### config.mk
export PLATFORM = sky130hd
export DESIGN_NAME = pipe_hazard_ctrl
export DESIGN_NICKNAME = d
export VERILOG_FILES = /design/src/rtl/pipe_pkg.sv /design/src/rtl/pipe_prio_mask.sv /design/src/rtl/pipe_hazard_ctrl.sv
export SDC_FILE = /design/constraint.sdc
export NUM_CORES = 1
export LEC_CHECK = 0
export BUFFER_PORTS_ARGS = -buffer_cell sky130_fd_sc_hd__buf_2
export CORE_ASPECT_RATIO = 1.1
export CORE_MARGIN = 4
export CORE_UTILIZATION = 36
export DETAILED_ROUTE_END_ITERATION = 8
export GPL_TIMING_DRIVEN = 0
export PLACE_DENSITY_LB_ADDON = 0.05
export SLEW_MARGIN = 40
export SYNTH_ARGS = -nofsm -noshare
export SYNTH_HDL_FRONTEND = slang
export SYNTH_SLANG_ARGS = --single-unit
### constraint.sdc
create_clock -name clk -period 2.9 [get_ports clk]
set_input_delay 0.725 -clock clk [delete_from_list [all_inputs] [get_ports clk]]
set_output_delay 0.725 -clock clk [all_outputs]
set_load 0.1 [all_outputs]
### src/rtl/pipe_pkg.sv
// Shared definitions for the pipeline hazard control slice.
//  - Stage index constants for the classic 6-stage PC/IF/ID/EX/MEM/WB pipe.
//  - Multi-cycle FSM state type.
//  - Default flush mask (IF..MEM cleared on a redirect).
package pipe_pkg;

  localparam int STG_PC  = 0;
  localparam int STG_IF  = 1;
  localparam int STG_ID  = 2;
  localparam int STG_EX  = 3;
  localparam int STG_MEM = 4;
  localparam int STG_WB  = 5;

  localparam logic [5:0] FLUSH_MASK_DEF = 6'b011110;

  typedef enum logic {
    IDLE = 1'b0,
    BUSY = 1'b1
  } mc_state_t;

endpackage

### src/rtl/pipe_prio_mask.sv
// Highest-set-bit resolver for stall requests.
//  req    in  NSTAGE  effective per-stage stall requests
//  stall  out NSTAGE  thermometer mask: bits [k:0] set, k = highest set bit of req
//  bubble out NSTAGE  one-hot at k+1 (first stage that keeps moving), 0 if k is the
//                     last stage or req == 0
// Purely combinational.
module pipe_prio_mask #(
  parameter int NSTAGE = 6
) (
  input  logic [NSTAGE-1:0] req,
  output logic [NSTAGE-1:0] stall,
  output logic [NSTAGE-1:0] bubble
);

  // A stage stalls if it or any later stage requests a stall: OR-scan from the top.
  generate
    for (genvar gi = 0; gi < NSTAGE; gi++) begin : g_therm
      if (gi == NSTAGE - 1) begin : g_top
        assign stall[gi] = req[gi];
      end else begin : g_rest
        assign stall[gi] = req[gi] | stall[gi+1];
      end
    end
  endgenerate

  // The bubble goes into the stage just above the thermometer edge.
  generate
    for (genvar gi = 0; gi < NSTAGE; gi++) begin : g_bub
      if (gi == 0) begin : g_first
        assign bubble[gi] = 1'b0;
      end else begin : g_edge
        assign bubble[gi] = stall[gi-1] & ~stall[gi];
      end
    end
  endgenerate

endmodule

### src/rtl/pipe_hazard_ctrl.sv
// Parametrised pipeline hazard / stall / flush controller.
//  clk, rst          clock (rising edge), synchronous active-high reset
//  stall_req_i       per-stage stall requests (bit 0 = PC ... NSTAGE-1 = WB)
//  mc_start_i        multi-cycle op issued this cycle
//  mc_lat_i          total stall cycles for that op (0 = none)
//  flush_req_i       exception / eret redirect request
//  flush_pc_i        redirect target
//  stall_o           per-stage hold mask
//  bubble_o          one-hot NOP insertion point
//  flush_o           per-stage clear mask
//  new_pc_o          redirect PC (0 when not flushing)
//  mc_busy_o         multi-cycle FSM in BUSY
//  mc_done_o         last stall cycle of a multi-cycle op
// Optional build macro PIPE_HAZARD_PERF_EN adds saturating counters
//  stall_cyc_o (cycles with any stall) and flush_cnt_o (flush cycles).
module pipe_hazard_ctrl
  import pipe_pkg::*;
#(
  parameter int                NSTAGE     = 6,
  parameter int                MC_STAGE   = STG_EX,
  parameter int                LATW       = 6,
  parameter logic [NSTAGE-1:0] FLUSH_MASK = NSTAGE'(FLUSH_MASK_DEF),
  parameter int                PCW        = 32
`ifdef PIPE_HAZARD_PERF_EN
  ,
  parameter int                PERF_W     = 32
`endif
) (
  input  logic              clk,
  input  logic              rst,
  input  logic [NSTAGE-1:0] stall_req_i,
  input  logic              mc_start_i,
  input  logic [LATW-1:0]   mc_lat_i,
  input  logic              flush_req_i,
  input  logic [PCW-1:0]    flush_pc_i,
  output logic [NSTAGE-1:0] stall_o,
  output logic [NSTAGE-1:0] bubble_o,
  output logic [NSTAGE-1:0] flush_o,
  output logic [PCW-1:0]    new_pc_o,
  output logic              mc_busy_o,
  output logic              mc_done_o
`ifdef PIPE_HAZARD_PERF_EN
  ,
  output logic [PERF_W-1:0] stall_cyc_o,
  output logic [PERF_W-1:0] flush_cnt_o
`endif
);

  mc_state_t         state_reg, state_next;
  logic [LATW-1:0]   cnt_reg, cnt_next;
  logic              mc_stall;
  logic              mc_done_raw;
  logic [NSTAGE-1:0] mc_vec;
  logic [NSTAGE-1:0] eff_req;
  logic [NSTAGE-1:0] stall_mask;
  logic [NSTAGE-1:0] bubble_mask;

  // cnt holds the stall cycles still owed after the current one.
  always_ff @(posedge clk) begin
    if (rst) begin
      state_reg <= IDLE;
      cnt_reg   <= '0;
    end else begin
      state_reg <= state_next;
      cnt_reg   <= cnt_next;
    end
  end

  always_comb begin
    state_next  = state_reg;
    cnt_next    = cnt_reg;
    mc_stall    = 1'b0;
    mc_done_raw = 1'b0;
    if (flush_req_i) begin
      // Redirect aborts any op in flight and drops a same-cycle start.
      state_next = IDLE;
      cnt_next   = '0;
    end else begin
      case (state_reg)
        IDLE: begin
          if (mc_start_i && (mc_lat_i != '0)) begin
            mc_stall = 1'b1;
            if (mc_lat_i == LATW'(1)) begin
              mc_done_raw = 1'b1;
            end else begin
              state_next = BUSY;
              cnt_next   = mc_lat_i - LATW'(1);
            end
          end
        end
        BUSY: begin
          mc_stall = 1'b1;
          // <= rather than == keeps the counter from ever wrapping.
          if (cnt_reg <= LATW'(1)) begin
            mc_done_raw = 1'b1;
            state_next  = IDLE;
            cnt_next    = '0;
          end else begin
            cnt_next = cnt_reg - LATW'(1);
          end
        end
        default: begin
          state_next = IDLE;
          cnt_next   = '0;
        end
      endcase
    end
  end

  always_comb begin
    mc_vec           = '0;
    mc_vec[MC_STAGE] = mc_stall;
  end

  assign eff_req = stall_req_i | mc_vec;

  pipe_prio_mask #(
    .NSTAGE(NSTAGE)
  ) u_prio (
    .req   (eff_req),
    .stall (stall_mask),
    .bubble(bubble_mask)
  );

  // Reset forces every output low in the same cycle; flush overrides stalls.
  assign stall_o   = (rst || flush_req_i) ? '0 : stall_mask;
  assign bubble_o  = (rst || flush_req_i) ? '0 : bubble_mask;
  assign flush_o   = (!rst && flush_req_i) ? FLUSH_MASK : '0;
  assign new_pc_o  = (!rst && flush_req_i) ? flush_pc_i : '0;
  assign mc_busy_o = !rst && (state_reg == BUSY);
  assign mc_done_o = !rst && !flush_req_i && mc_done_raw;

`ifdef PIPE_HAZARD_PERF_EN
  logic [PERF_W-1:0] stall_cyc_reg;
  logic [PERF_W-1:0] flush_cnt_reg;

  always_ff @(posedge clk) begin
    if (rst) begin
      stall_cyc_reg <= '0;
      flush_cnt_reg <= '0;
    end else begin
      if ((stall_o != '0) && (stall_cyc_reg != '1)) begin
        stall_cyc_reg <= stall_cyc_reg + PERF_W'(1);
      end
      if (flush_req_i && (flush_cnt_reg != '1)) begin
        flush_cnt_reg <= flush_cnt_reg + PERF_W'(1);
      end
    end
  end

  assign stall_cyc_o = rst ? '0 : stall_cyc_reg;
  assign flush_cnt_o = rst ? '0 : flush_cnt_reg;
`endif

endmodule

# Yosys cells after proc, flatten, opt, wreduce, memory -nomap -nowiden

Index checks and enable logic that the tools add are counted.

Word-level logic and storage cells: 56
Flip-flop bits (word level): 7

Equal/unequal tests: 3
$lt $le $gt $ge: 1
$add $sub $neg: 2
Reduce and logical (&&, ||, !) cells: 11
Bitwise operators: 17
Mux-type cells: 20

Operators by type and width:

| cell                                                                  | count |
|---|---|
| 32-bit 2-to-1 mux                                                     | 1 |
| 6-bit 2-to-1 mux                                                      | 5 |
| 6-bit case mux with 2 select lines                                    | 1 |
| 6-bit by 1-bit subtractor with 6-bit output, second input constant    | 2 |
| 1-bit 2-to-1 mux                                                      | 9 |
| 6-bit by 1-bit equality test with 1-bit output, second input constant | 1 |
| 6-bit by 1-bit <= comparator with 1-bit output, second input constant | 1 |
| 1-bit NOT                                                             | 6 |
| 6-bit by 4-bit bitwise OR with 6-bit output                           | 1 |
| 1-bit case mux with 2 select lines                                    | 3 |
| 6-bit nonzero test                                                    | 1 |
| 1-bit bitwise AND                                                     | 5 |
| 1-bit logical AND                                                     | 5 |
| 5-bit 2-to-1 mux                                                      | 1 |
| 1-bit bitwise OR                                                      | 5 |
| 2-bit != test, second input constant                                  | 2 |
| 1-bit logical NOT                                                     | 2 |
| 2-bit AND reduction                                                   | 1 |
| 2-bit OR reduction                                                    | 1 |
| 1-bit logical OR                                                      | 1 |

# Depth between registers and ports, before layout

Word-level depth: 13
Depth in mapped cells: 6

# Modules after synthesis

A second synthesis with hierarchy kept.

Cell total of the unflattened synthesis: 143
Area, all modules: 1038.5 µm²

By module, submodules not included:

| module           | seq. area each (µm²) | instances | cells each | area an instance (µm²) |
|---|---|---|---|---|
| pipe_hazard_ctrl | 140.1                | 1         | 127        | 933.4 |
| pipe_prio_mask   | 0.0                  | 1         | 16         | 105.1 |

# Worst setup path before layout

Ideal clock, no wire load.

Path kind: input-to-output
Start: input port mc_lat_i[0]
End: output port stall_o[0]
Slack: -1.306 ns
Stages: 6
Required time: 2.175 ns
Arrival time: 3.481 ns
Cell sequence: inv_1 > ha_1 > inv_1 > o21a_1 > nor2_4 > a211oi_1

Word-level cells in the longest chain between the ends: 11

RTL lines:

| item                                        | RTL line                | source |
|---|---|---|
| start, declared                             | pipe_hazard_ctrl.sv:33  | `input logic [LATW-1:0] mc_lat_i,` |
| 6-bit nonzero test                          | pipe_hazard_ctrl.sv:81  | `if (mc_start_i && (mc_lat_i != '0)) begin` |
| 1-bit logical AND                           | pipe_hazard_ctrl.sv:81  |  |
| 1-bit 2-to-1 mux                            | pipe_hazard_ctrl.sv:81  |  |
| 1-bit case mux with 2 select lines          | pipe_hazard_ctrl.sv:79  | `case (state_reg)` |
| 1-bit 2-to-1 mux                            | pipe_hazard_ctrl.sv:74  | `if (flush_req_i) begin` |
| 6-bit by 4-bit bitwise OR with 6-bit output | pipe_hazard_ctrl.sv:115 | `assign eff_req = stall_req_i \| mc_vec;` |
| 1-bit bitwise OR (4 in series)              | pipe_prio_mask.sv:21    | `assign stall[gi] = req[gi] \| stall[gi+1];` |
| 6-bit 2-to-1 mux                            | pipe_hazard_ctrl.sv:126 | `assign stall_o = (rst \|\| flush_req_i) ? '0 : stall_mask;` |
| end, declared                               | pipe_hazard_ctrl.sv:36  | `output logic [NSTAGE-1:0] stall_o,` |

No other way between the ends.

# Worst setup path in the final report

Start: input port mc_lat_i[3]
End: output port bubble_o[3]

Word-level cells in the longest chain between the ends: 10

RTL lines:

| item                                                 | RTL line                                   | source |
|---|---|---|
| 6-bit nonzero test (*)                               | pipe_hazard_ctrl.sv:81                     |  |
| 1-bit logical AND (*)                                | pipe_hazard_ctrl.sv:81                     |  |
| 1-bit 2-to-1 mux (*)                                 | pipe_hazard_ctrl.sv:81                     |  |
| 1-bit case mux with 2 select lines (*)               | pipe_hazard_ctrl.sv:79                     |  |
| 1-bit 2-to-1 mux (*)                                 | pipe_hazard_ctrl.sv:74                     |  |
| 6-bit by 4-bit bitwise OR with 6-bit output (*)      | pipe_hazard_ctrl.sv:115                    |  |
| 1-bit bitwise OR (*)                                 | pipe_prio_mask.sv:21                       |  |
| 1-bit bitwise OR / 1-bit NOT (equally long branches) | pipe_prio_mask.sv:21, pipe_prio_mask.sv:32 |  |
| 1-bit bitwise AND (*)                                | pipe_prio_mask.sv:32                       | `assign bubble[gi] = stall[gi-1] & ~stall[gi];` |
| 6-bit 2-to-1 mux (*)                                 | pipe_hazard_ctrl.sv:127                    | `assign bubble_o = (rst \|\| flush_req_i) ? '0 : bubble_mask;` |
| end, declared                                        | pipe_hazard_ctrl.sv:37                     | `output logic [NSTAGE-1:0] bubble_o,` |

Mark *: on every way between the ends. The rest lies on a longest branch, timed or not.

==> impl_metrics.tcl <==
set metrics [dict create \
    start_kind "input pin" \
    place_congestion 0.923 \
    totalWireLength_mm 4.36 \
    max_cap_viol_count 0 \
    critPathMaxStageDelay_ns 0.55 \
    max-vdd-ir-drop_mv 0.279 \
    path_buf_inv 2 \
    synth.area.top_cells "and2_1 (20%), dfxtp_1 (14%), ha_1 (6.2%), o21a_1 (6.0%), buf_4 (4.5%)" \
    cts-root-buf "clkbuf_4" \
    fp.dieH_um 63.5 \
    clockBufferDepth 2 \
    post-place-ws_ns -0.425 \
    die_width_um 58.5 \
    critPathSlowestCell "or4_4" \
    io_buffers 96 \
    pin_count 100 \
    final_common_cell "buf_2" \
    floorplan.initialDensity_pct 38.9 \
    crit_path_max_fanout 7 \
    clkSinkCount 7 \
    rsz0062_at_grt "true" \
    post-route-drc-count 0 \
    path_delay_family "simple AND/OR/NAND/NOR gates" \
    yosysSeqAreaShare_pct 13.9 \
    fin_ws_ns -0.0248 \
    relSlewSlack_pct 58.4 \
    async_reset_ff_share_pct 0 \
    fmax_ghz 0.342 \
    synth_top_area_share_pct 20.5 \
    detail-route-antenna-nets 0 \
    area_growth_pct 86.8 \
    finalNetCount 299 \
    wire_per_inst_um 15.8 \
    hold_viol 0 \
    hp-class "reg -> reg" \
    min_period_over_period_pct 101 \
    yosysWarnings 0 \
    setup_viol 4 \
    worst_skew_pair.late_latency_ns 0.26 \
    num_rows 19 \
    ys_seq_elements 7 \
    nFillCells 192 \
    layout_common_cells "buf_2 (56), buf_4 (31), and2_1 (24)" \
    die-area_sq_um 3710 \
    holdBufCountCts 0 \
    vias_per_cell 5.01 \
    cts_tree "yes" \
    h-tree-depth 1 \
    final_util_pct 72.7 \
    grt_max_degree 14 \
    synth-edff-count 0 \
    dr.pass1.iters 4 \
    synth_cell_types 38 \
    netlist_area_sq_um 1010 \
    antenna_found_initial 0 \
    min_period_ns 2.92 \
    coreArea_sq_um 2590 \
    end_kind "output port" \
    status "finished, violations left" \
    slew_viol_final 0 \
    yosys.area.top_type "and2_1" \
    powerDensity_nw_per_um2 333 \
    failed_checks "setup timing" \
    largest_register_ffs 6 \
    drtIter0Drc 47 \
    clk_pin_slew_ns 0.05 \
    fin_worst_skew_ns 0.00294 \
    grt_pass1_vias 1293 \
    syn_avg_cell_area_sq_um 7.36 \
    worstPathRequired_ns 2.17 \
    regArea_sq_um 140 \
    cp_data_arrival_time_ns 2.20 \
    syn-instance-count 137 \
    diodes 0 \
    crit_type "in -> out" \
    yosys_most_used_dff "dfxtp_1" \
    worst_pin_slew_ns 0.618 \
    grt_usage_pct 21.7 \
    grt_overflow 0 \
    grt_pass1_wl_mm 6.37 \
    post-dp-hpwl_mm 3.22 \
    crit_chain "buf_8 -> or4_4 -> o21a_4 -> nor2_4 -> and4_4 -> buf_12" \
    numCtsBuffers 3 \
    multi_input_area_sq_um 871 \
    drive_gt1_share_pct 58.0 \
    p_leak_nw 0.929 \
    via_count 1383 \
]
[worst register-to-register path, cell delays in order, from the launching register on]
cell,delay [ns]
dfxtp_1,0.42
inv_1,0.07
ha_1,0.22
nor2_1,0.27
o21ai_2,0.19
o32a_1,0.33
o22ai_1,0.18
[logic make-up (layout without fill, tap and decap cells)]
| kind of cell | after synthesis | in the layout | share of synthesized area (%) |
|---|---|---|---|
| AOI/OAI and AO/OA | 33 | 33 | 26.2 |
| xor gates and xnor gates | 3 | 3 | 2.61 |
| adders and majority gates | 5 | 5 | 6.20 |
| buffers and inverters | 18 | 124 | 8.93 |
| DFF | 7 | 7 | 13.9 |
| other | 1 | 3 | 0.372 |
| and+or+nand+nor | 70 | 70 | 41.8 |
[path summary, 6_finish.rpt]
| kind | cells past startpoint | startpoint | slack, ns | to |
|---|---|---|---|---|
| worst min-delay path | 2 | cnt_reg[4] | 0.52 | cnt_reg[4] |
| worst max-delay path | 6 | mc_lat_i[3] | -0.02 | bubble_o[3] |
| worst max register to register | 6 | cnt_reg[0] | 1.14 | cnt_reg[2] |
| worst min register to register | 2 | cnt_reg[4] | 0.52 | cnt_reg[4] |
[metrics by stage]
stage	instances	TNS (ns)	cell area, sq um	power (W)	hold slack [ns]
finish	276	-0.0486	1880	0.000628	0.517
global route	276	-0.556	1880	0.000661	0.550
CTS	274	-0.211	1820	0.000621	0.518
detailed placement	266	-2.42	1610	0.000503	0.508
global placement	266	-1.85	1610	0.000500	0.494
floorplan	139	-0.273	1090	0.000420	0.473
[synthesized netlist by cell type, types with 2 or more instances]
| master | count |
|---|---|
| nor2_1 | 8 |
| dfxtp_1 | 7 |
| o22ai_1 | 2 |
| inv_1 | 7 |
| nor3_1 | 8 |
| o21ai_0 | 4 |
| nor3b_1 | 3 |
| o32a_1 | 2 |
| o32ai_1 | 2 |
| and2_1 | 33 |
| clkbuf_1 | 4 |
| or4_1 | 2 |
| o21a_1 | 8 |
| or4_4 | 2 |
| a211oi_1 | 3 |
| nand2_1 | 5 |
| ha_1 | 5 |
| buf_4 | 6 |
| o2111a_1 | 2 |
| a21oi_1 | 3 |
| xnor2_1 | 3 |
| nor4_1 | 2 |
[per-layer routing]
layer / wire length, um / share of wire, % / global-route usage, %
met1: 1530 / 35 / 22.3
met2: 2360 / 54 / 42.0
met3: 424 / 9.7 / 4.69
met4: 38 / 0.87 / 6.09
met5: 0 / 0 / 0
[area by class of cell]
cell class,instances,area share (%)
Inverter,7,1.39
Clock buffer,4,1.39
Sequential cell,7,7.44
Tap cell,31,2.06
Timing Repair Buffer,102,38.0
Multi-Input combinational cell,114,46.2
Buffer,11,3.52
[where the power goes]
part | internal (W) | switching [W] | leakage, nW | total (W)
sequential | 0.000102 | 0.00000697 | 0.0572 | 0.000109
combinational | 0.000122 | 0.000306 | 0.856 | 0.000428
clock | 0.0000527 | 0.0000393 | 0.0150 | 0.0000920
total | 0.000277 | 0.000352 | 0.929 | 0.000628
[repair_timing]
item | CTS | global route
pin swaps | 4 | 3
buffers inserted | 4 | 2
setup endpoints to repair | 28 | 41
cloned | 0 | 0
gates resized for setup | 48 | 16
Power figures use the tool's default switching activity.
